`config.mk`:
```
export PLATFORM = sky130hd
export DESIGN_NAME = sr_write_sequencer
export DESIGN_NICKNAME = d
export VERILOG_FILES = /design/src/rtl/sr_write_sequencer.sv
export SDC_FILE = /design/constraint.sdc
export NUM_CORES = 1
export LEC_CHECK = 0
export BUFFER_PORTS_ARGS = -buffer_cell sky130_fd_sc_hd__buf_4
export CAP_MARGIN = 5
export CORE_MARGIN = 2
export CORE_UTILIZATION = 30
export DETAILED_ROUTE_END_ITERATION = 7
export GPL_TIMING_DRIVEN = 0
export PLACE_DENSITY = 0.64
export SLEW_MARGIN = 20
export SYNTH_ARGS = -nofsm -noshare
export SYNTH_HDL_FRONTEND = slang
export SYNTH_SLANG_ARGS = --single-unit
```
`constraint.sdc`:
```
create_clock -name clk -period 2.15 [get_ports clk]
set_input_delay 0.43 -clock clk [delete_from_list [all_inputs] [get_ports clk]]
set_output_delay 0.43 -clock clk [all_outputs]
set_load 0.01 [all_outputs]
```
`src/rtl/sr_write_sequencer.sv`:
```
// Write sequencer for the set/reset flip-flop register bank.
// Drives non-overlapping clear then set pulses and verifies the readback.
module sr_write_sequencer #(
    parameter int NREG      = 4,
    parameter int WIDTH     = 2,
    parameter int PULSE_CYC = 1,
    parameter int GAP_CYC   = 1
) (
    input  logic                     clk,
    input  logic                     r,
    input  logic                     req_valid,
    output logic                     req_ready,
    input  logic [$clog2(NREG)-1:0]  req_addr,
    input  logic [WIDTH-1:0]         req_data,
    output logic [NREG*WIDTH-1:0]    s_pulse,
    output logic [NREG*WIDTH-1:0]    r_pulse,
    input  logic [NREG*WIDTH-1:0]    q_in,
    output logic                     busy,
    output logic                     done,
    output logic                     err
);

    localparam int AW   = $clog2(NREG);
    localparam int NW   = NREG * WIDTH;
    localparam int MAXC = (PULSE_CYC > GAP_CYC) ? PULSE_CYC : GAP_CYC;
    localparam int CW   = $clog2(MAXC + 1);

    localparam logic [CW-1:0] P_LD = CW'(PULSE_CYC - 1);
    localparam logic [CW-1:0] G_LD = CW'(GAP_CYC - 1);

    typedef enum logic [2:0] {
        IDLE,
        CLR,
        GAP1,
        SET,
        GAP2,
        VERIFY
    } state_t;

    state_t            state_q, state_d;
    logic [CW-1:0]     cnt_q, cnt_d;
    logic [AW-1:0]     addr_q, addr_d;
    logic [WIDTH-1:0]  data_q, data_d;
    logic [WIDTH-1:0]  q_sel;
    logic [NW-1:0]     s_d, r_d;
    logic              done_d, err_d, ready_d;
    logic              addr_bad;

    // Addresses beyond the bank exist only when NREG is not a power of two.
    if ((1 << AW) == NREG) begin : g_pow2
        assign addr_bad = 1'b0;
    end else begin : g_npow2
        assign addr_bad = ({{(32-AW){1'b0}}, req_addr} >= 32'(NREG));
    end

    // Readback slice of the register being written.
    always_comb begin
        q_sel = '0;
        for (int a = 0; a < NREG; a++) begin
            if (addr_q == AW'(a)) q_sel = q_in[a*WIDTH +: WIDTH];
        end
    end

    // Next state, phase counter and next registered outputs.
    always_comb begin
        state_d = state_q;
        cnt_d   = cnt_q;
        addr_d  = addr_q;
        data_d  = data_q;
        done_d  = 1'b0;
        err_d   = 1'b0;
        unique case (state_q)
            IDLE: begin
                if (req_valid) begin
                    addr_d = req_addr;
                    data_d = req_data;
                    if (addr_bad) begin
                        done_d = 1'b1;
                        err_d  = 1'b1;
                    end else begin
                        state_d = CLR;
                        cnt_d   = P_LD;
                    end
                end
            end
            CLR: begin
                if (cnt_q == '0) begin
                    state_d = GAP1;
                    cnt_d   = G_LD;
                end else begin
                    cnt_d = cnt_q - CW'(1);
                end
            end
            GAP1: begin
                if (cnt_q == '0) begin
                    state_d = SET;
                    cnt_d   = P_LD;
                end else begin
                    cnt_d = cnt_q - CW'(1);
                end
            end
            SET: begin
                if (cnt_q == '0) begin
                    state_d = GAP2;
                    cnt_d   = G_LD;
                end else begin
                    cnt_d = cnt_q - CW'(1);
                end
            end
            GAP2: begin
                if (cnt_q == '0) begin
                    state_d = VERIFY;
                    cnt_d   = '0;
                end else begin
                    cnt_d = cnt_q - CW'(1);
                end
            end
            VERIFY: begin
                state_d = IDLE;
                cnt_d   = '0;
                done_d  = 1'b1;
                err_d   = (q_sel != data_q);
            end
            default: begin
                state_d = IDLE;
                cnt_d   = '0;
            end
        endcase

        ready_d = (state_d == IDLE);
        s_d     = '0;
        r_d     = '0;
        for (int a = 0; a < NREG; a++) begin
            if (addr_d == AW'(a)) begin
                if (state_d == CLR) r_d[a*WIDTH +: WIDTH] = '1;
                if (state_d == SET) s_d[a*WIDTH +: WIDTH] = data_d;
            end
        end
    end

    // State and registered outputs; reset aborts any write in flight.
    always_ff @(posedge clk) begin
        if (!r) begin
            state_q   <= IDLE;
            cnt_q     <= '0;
            addr_q    <= '0;
            data_q    <= '0;
            req_ready <= 1'b1;
            busy      <= 1'b0;
            done      <= 1'b0;
            err       <= 1'b0;
            s_pulse   <= '0;
            r_pulse   <= '0;
        end else begin
            state_q   <= state_d;
            cnt_q     <= cnt_d;
            addr_q    <= addr_d;
            data_q    <= data_d;
            req_ready <= ready_d;
            busy      <= !ready_d;
            done      <= done_d;
            err       <= err_d;
            s_pulse   <= s_d;
            r_pulse   <= r_d;
        end
    end

endmodule

```
==> summary.md <==
| Metric | Value |
|---|---|
| Unrepaired setup endpoints after global routing | no |
| Register area share after synthesis | 53.26% |
| Layout Utilization | 42.97% |
| Core Region | 0.002758 mm² |
| Slowest Stage Delay on Critical Path | 0.57 ns |
| H-tree levels | 1 |
| Hold endpoint | r_pulse[0] |
| Flop2flop setup slack | 0.38 ns |
| Endpoints failing setup | 0 |
| Drt total wl | 1.812 mm |
| Commonest non-fill, non-tap cell in the layout | buf_4 |
| Die footprint | 0.003328 mm² |
| Initial Util | 31.35% |
| Min-delay src | req_addr[1] |
| CTS sink cnt | 23 |
| Final Max Tran Viols | 0 |
| Ant. Diodes | 0 |
| Share of cells above drive strength 1 | 43.36% |
| Leak pwr | 0.5468 nW |
| Setup TNS | 0 ns |
| Die X | 57.69 µm |
| Worst setup EP type | flop |
| Vias in the first global route | 654 |
| Synth-to-Final Area Change | 37.05% |
| Post-synth cell types | 27 |
| Mapped Cells | 75 |
| Tot Pwr | 0.8110 mW |
| Non-Filler Instances | 144 |
| Port Buf Inserts | 34 |
| Final HPWL DP | 1.455 mm |
| Residual DRC | 0 |
| Placed insts | 140 |
| Synthesized Nets | 90 |
| Worst hold path type | primary input to flop |
| Final Cell Area | 0.001185 mm² |
| Power Dens Cells | 684.5 mW/mm² |
| Initial antenna violation count | 0 |
| Num rows | 19 |
| Clock slew at reported path FFs | 0.11 ns |
| CTS tree | built |
| CP Launch Type | flop |
| Fin. Hold Viols | 0 |
| Most frequent cells in the layout | buf_4 (39), dfxtp_1 (23), nor3_1 (9) |
| CTS max path bufs | 2 |
| Critical Path Slowest Stage Cell | nor4b_4 |
| Mapped Area | 864.6 µm² |
| WS Path Type | flop to flop |
| Final period utilization | 82.26% |
| Arrival time worst endpoint | 1.98 ns |
| R2R cell count | 4 |
| Setup skew after layout | 0.003474 ns |
| Critical R2R Launch | state_q[1] |
| Rel. slew slack | 60.33% |
| Number of DRC markers in iteration 0 | 10 |
| Minimum clock period | 1.769 ns |
| Largest net degree at the start of global routing | 13 |
| Post-CTS resize count | 0 |
| Post-cts hold buffer count | 0 |
| Post-DRT Antenna Nets | 0 |
| Drt wl/cell | 12.58 µm |
| Clock Latency Late Sink | 0.30 ns |
| Critical Path RT | 2.36 ns |
| Global-route wire length before repair | 2.994 mm |
| Fmax | 565.4 MHz |
| Total GRT Usage | 11.80% |
| Drt pass-1 iters | 4 |
| Avg Cell Area, Syn | 11.53 µm² |
| Outcome | completed |
| Post-CTS setup buffers | 0 |
| Peak supply drop | 0.0005609 V |
| Flop and latch count out of synthesis | 23 |
| Top delay family on crit path | simple AND/OR/NAND/NOR gates |
| Hold Crit Depth | 2 |
| GRT overflow | 0 |
| DR vias | 653 |
| Die height | 57.69 µm |
| CP bufs+invs | 1 |
| Io pins | 35 |
| Critical path cell sequence | buf_4 -> nor4b_4 -> mux2_2 -> and2_2 |
| FF-to-FF End | addr_q[0] |
| Worst slew pin tran | 0.5925 ns |
| GPL Wtd Cong | 0.7416 |
| Maximum capacitance violations | 0 |
| Synth Warn # | 0 |
| Net count, final | 129 |
| Vias/cell | 4.535 |
| Critical-path maximum fanout | 8 |
| CTS Buf Count | 3 |
| CTS root buf | clkbuf_4 |
| Dpl cell area | 0.001159 mm² |
## cell type report
| class | count | area [µm²] |
|---|---|---|
| fill | 274 | 1573 |
| sequential | 23 | 460.4 |
| multi-input combinational | 43 | 351.6 |
| timing repair buffer | 34 | 255.2 |
| buffer | 6 | 41.29 |
| tap | 31 | 38.79 |
| clock buffer | 4 | 26.28 |
| inverter | 3 | 11.26 |
## registers in the layout, summed over array words and instances (netlist names)
| name | flops |
|---|---|
| req_ready | 1 |
| done | 1 |
| busy | 1 |
| err | 1 |
| data_q | 2 |
| state_q | 3 |
| s_pulse | 8 |
| r_pulse | 4 |
| addr_q | 2 |
## power breakdown
group	switching (mW)	total [mW]	leakage (nW)	internal, mW
Combinational	0.0681	0.155	0.345	0.0866
Clock	0.117	0.189	0.0150	0.0723
Sequential	0.0175	0.467	0.187	0.450
Total	0.203	0.811	0.547	0.609
## how the worst max path moves through the flow
stage | startpoint | endpoint | slack [ns] | depth (start not counted)
2_1_floorplan | state_q[1] | addr_q[0] | 0.52 | 4
4_1_cts | state_q[1] | addr_q[0] | 0.36 | 4
6_report | state_q[1] | addr_q[0] | 0.38 | 4
3_5_place_dp | req_valid | addr_q[0] | 0.36 | 4
5_1_grt | state_q[1] | addr_q[0] | 0.27 | 4
3_3_place_gp | req_valid | s_pulse[2] | 0.38 | 4
## per-layer routing
metal | vias up | wire length, µm | global-route usage, %
met4 | 0 | 11 | 1.993
met2 | 17 | 926 | 20.29
met1 | 301 | 780 | 14.55
li1 | 333 | - | -
met3 | 2 | 93 | 4.018
met5 | - | 0 | 0
## kinds of logic after synthesis
| group | Yosys count | share of synthesized area, % |
|---|---|---|
| AND/OR/NAND/NOR | 30 | 23.73 |
| buffers and inverters | 9 | 6.078 |
| flip-flops | 23 | 53.26 |
| multiplexers | 8 | 12.45 |
| AO/OA/AOI/OAI | 2 | 1.447 |
| XOR/XNOR | 3 | 3.040 |
## cell usage after synthesis
| cell | count | area, µm² |
|---|---|---|
| and4_2 | 1 | 10.01 |
| inv_1 | 3 | 11.26 |
| nand3b_1 | 1 | 7.510 |
| xor2_1 | 1 | 8.760 |
| or3_1 | 1 | 6.260 |
| and4b_1 | 1 | 10.01 |
| nor4bb_1 | 1 | 10.01 |
| dfxtp_1 | 23 | 460.4 |
| nor2b_1 | 2 | 12.51 |
| buf_4 | 5 | 37.54 |
| xnor2_1 | 2 | 17.52 |
| clkbuf_1 | 1 | 3.750 |
| nand3_1 | 1 | 5.000 |
| mux2_2 | 2 | 22.52 |
| and3_1 | 1 | 6.260 |
| nor4b_4 | 1 | 23.77 |
| and2_1 | 1 | 6.260 |
| mux4_2 | 2 | 45.04 |
| and3b_1 | 1 | 8.760 |
| nand2_1 | 4 | 15.01 |
| nand4b_1 | 1 | 8.760 |
| and2_2 | 1 | 7.510 |
| o21ai_0 | 1 | 5.000 |
| nor3_1 | 9 | 45.04 |
| nor3b_1 | 3 | 22.52 |
| a21boi_0 | 1 | 7.510 |
| mux2i_1 | 4 | 40.04 |
## stage by stage
step                      hold WS (ns)  setup WS (ns)
final                           0.3223         0.3814
after global routing            0.3158         0.2748
after CTS                       0.3135         0.3561
after detailed placement        0.5498         0.3619
after global placement          0.5458         0.3835
after floorplan                 0.5058         0.5213
## worst reg2reg max path, stage by stage, from the launching register on
cell and delay (ns):
dfxtp_1 0.31, buf_4 0.15, nor4b_4 0.57, mux2_2 0.45, and2_2 0.19
Note: power is estimated with default switching activity, not from simulation.
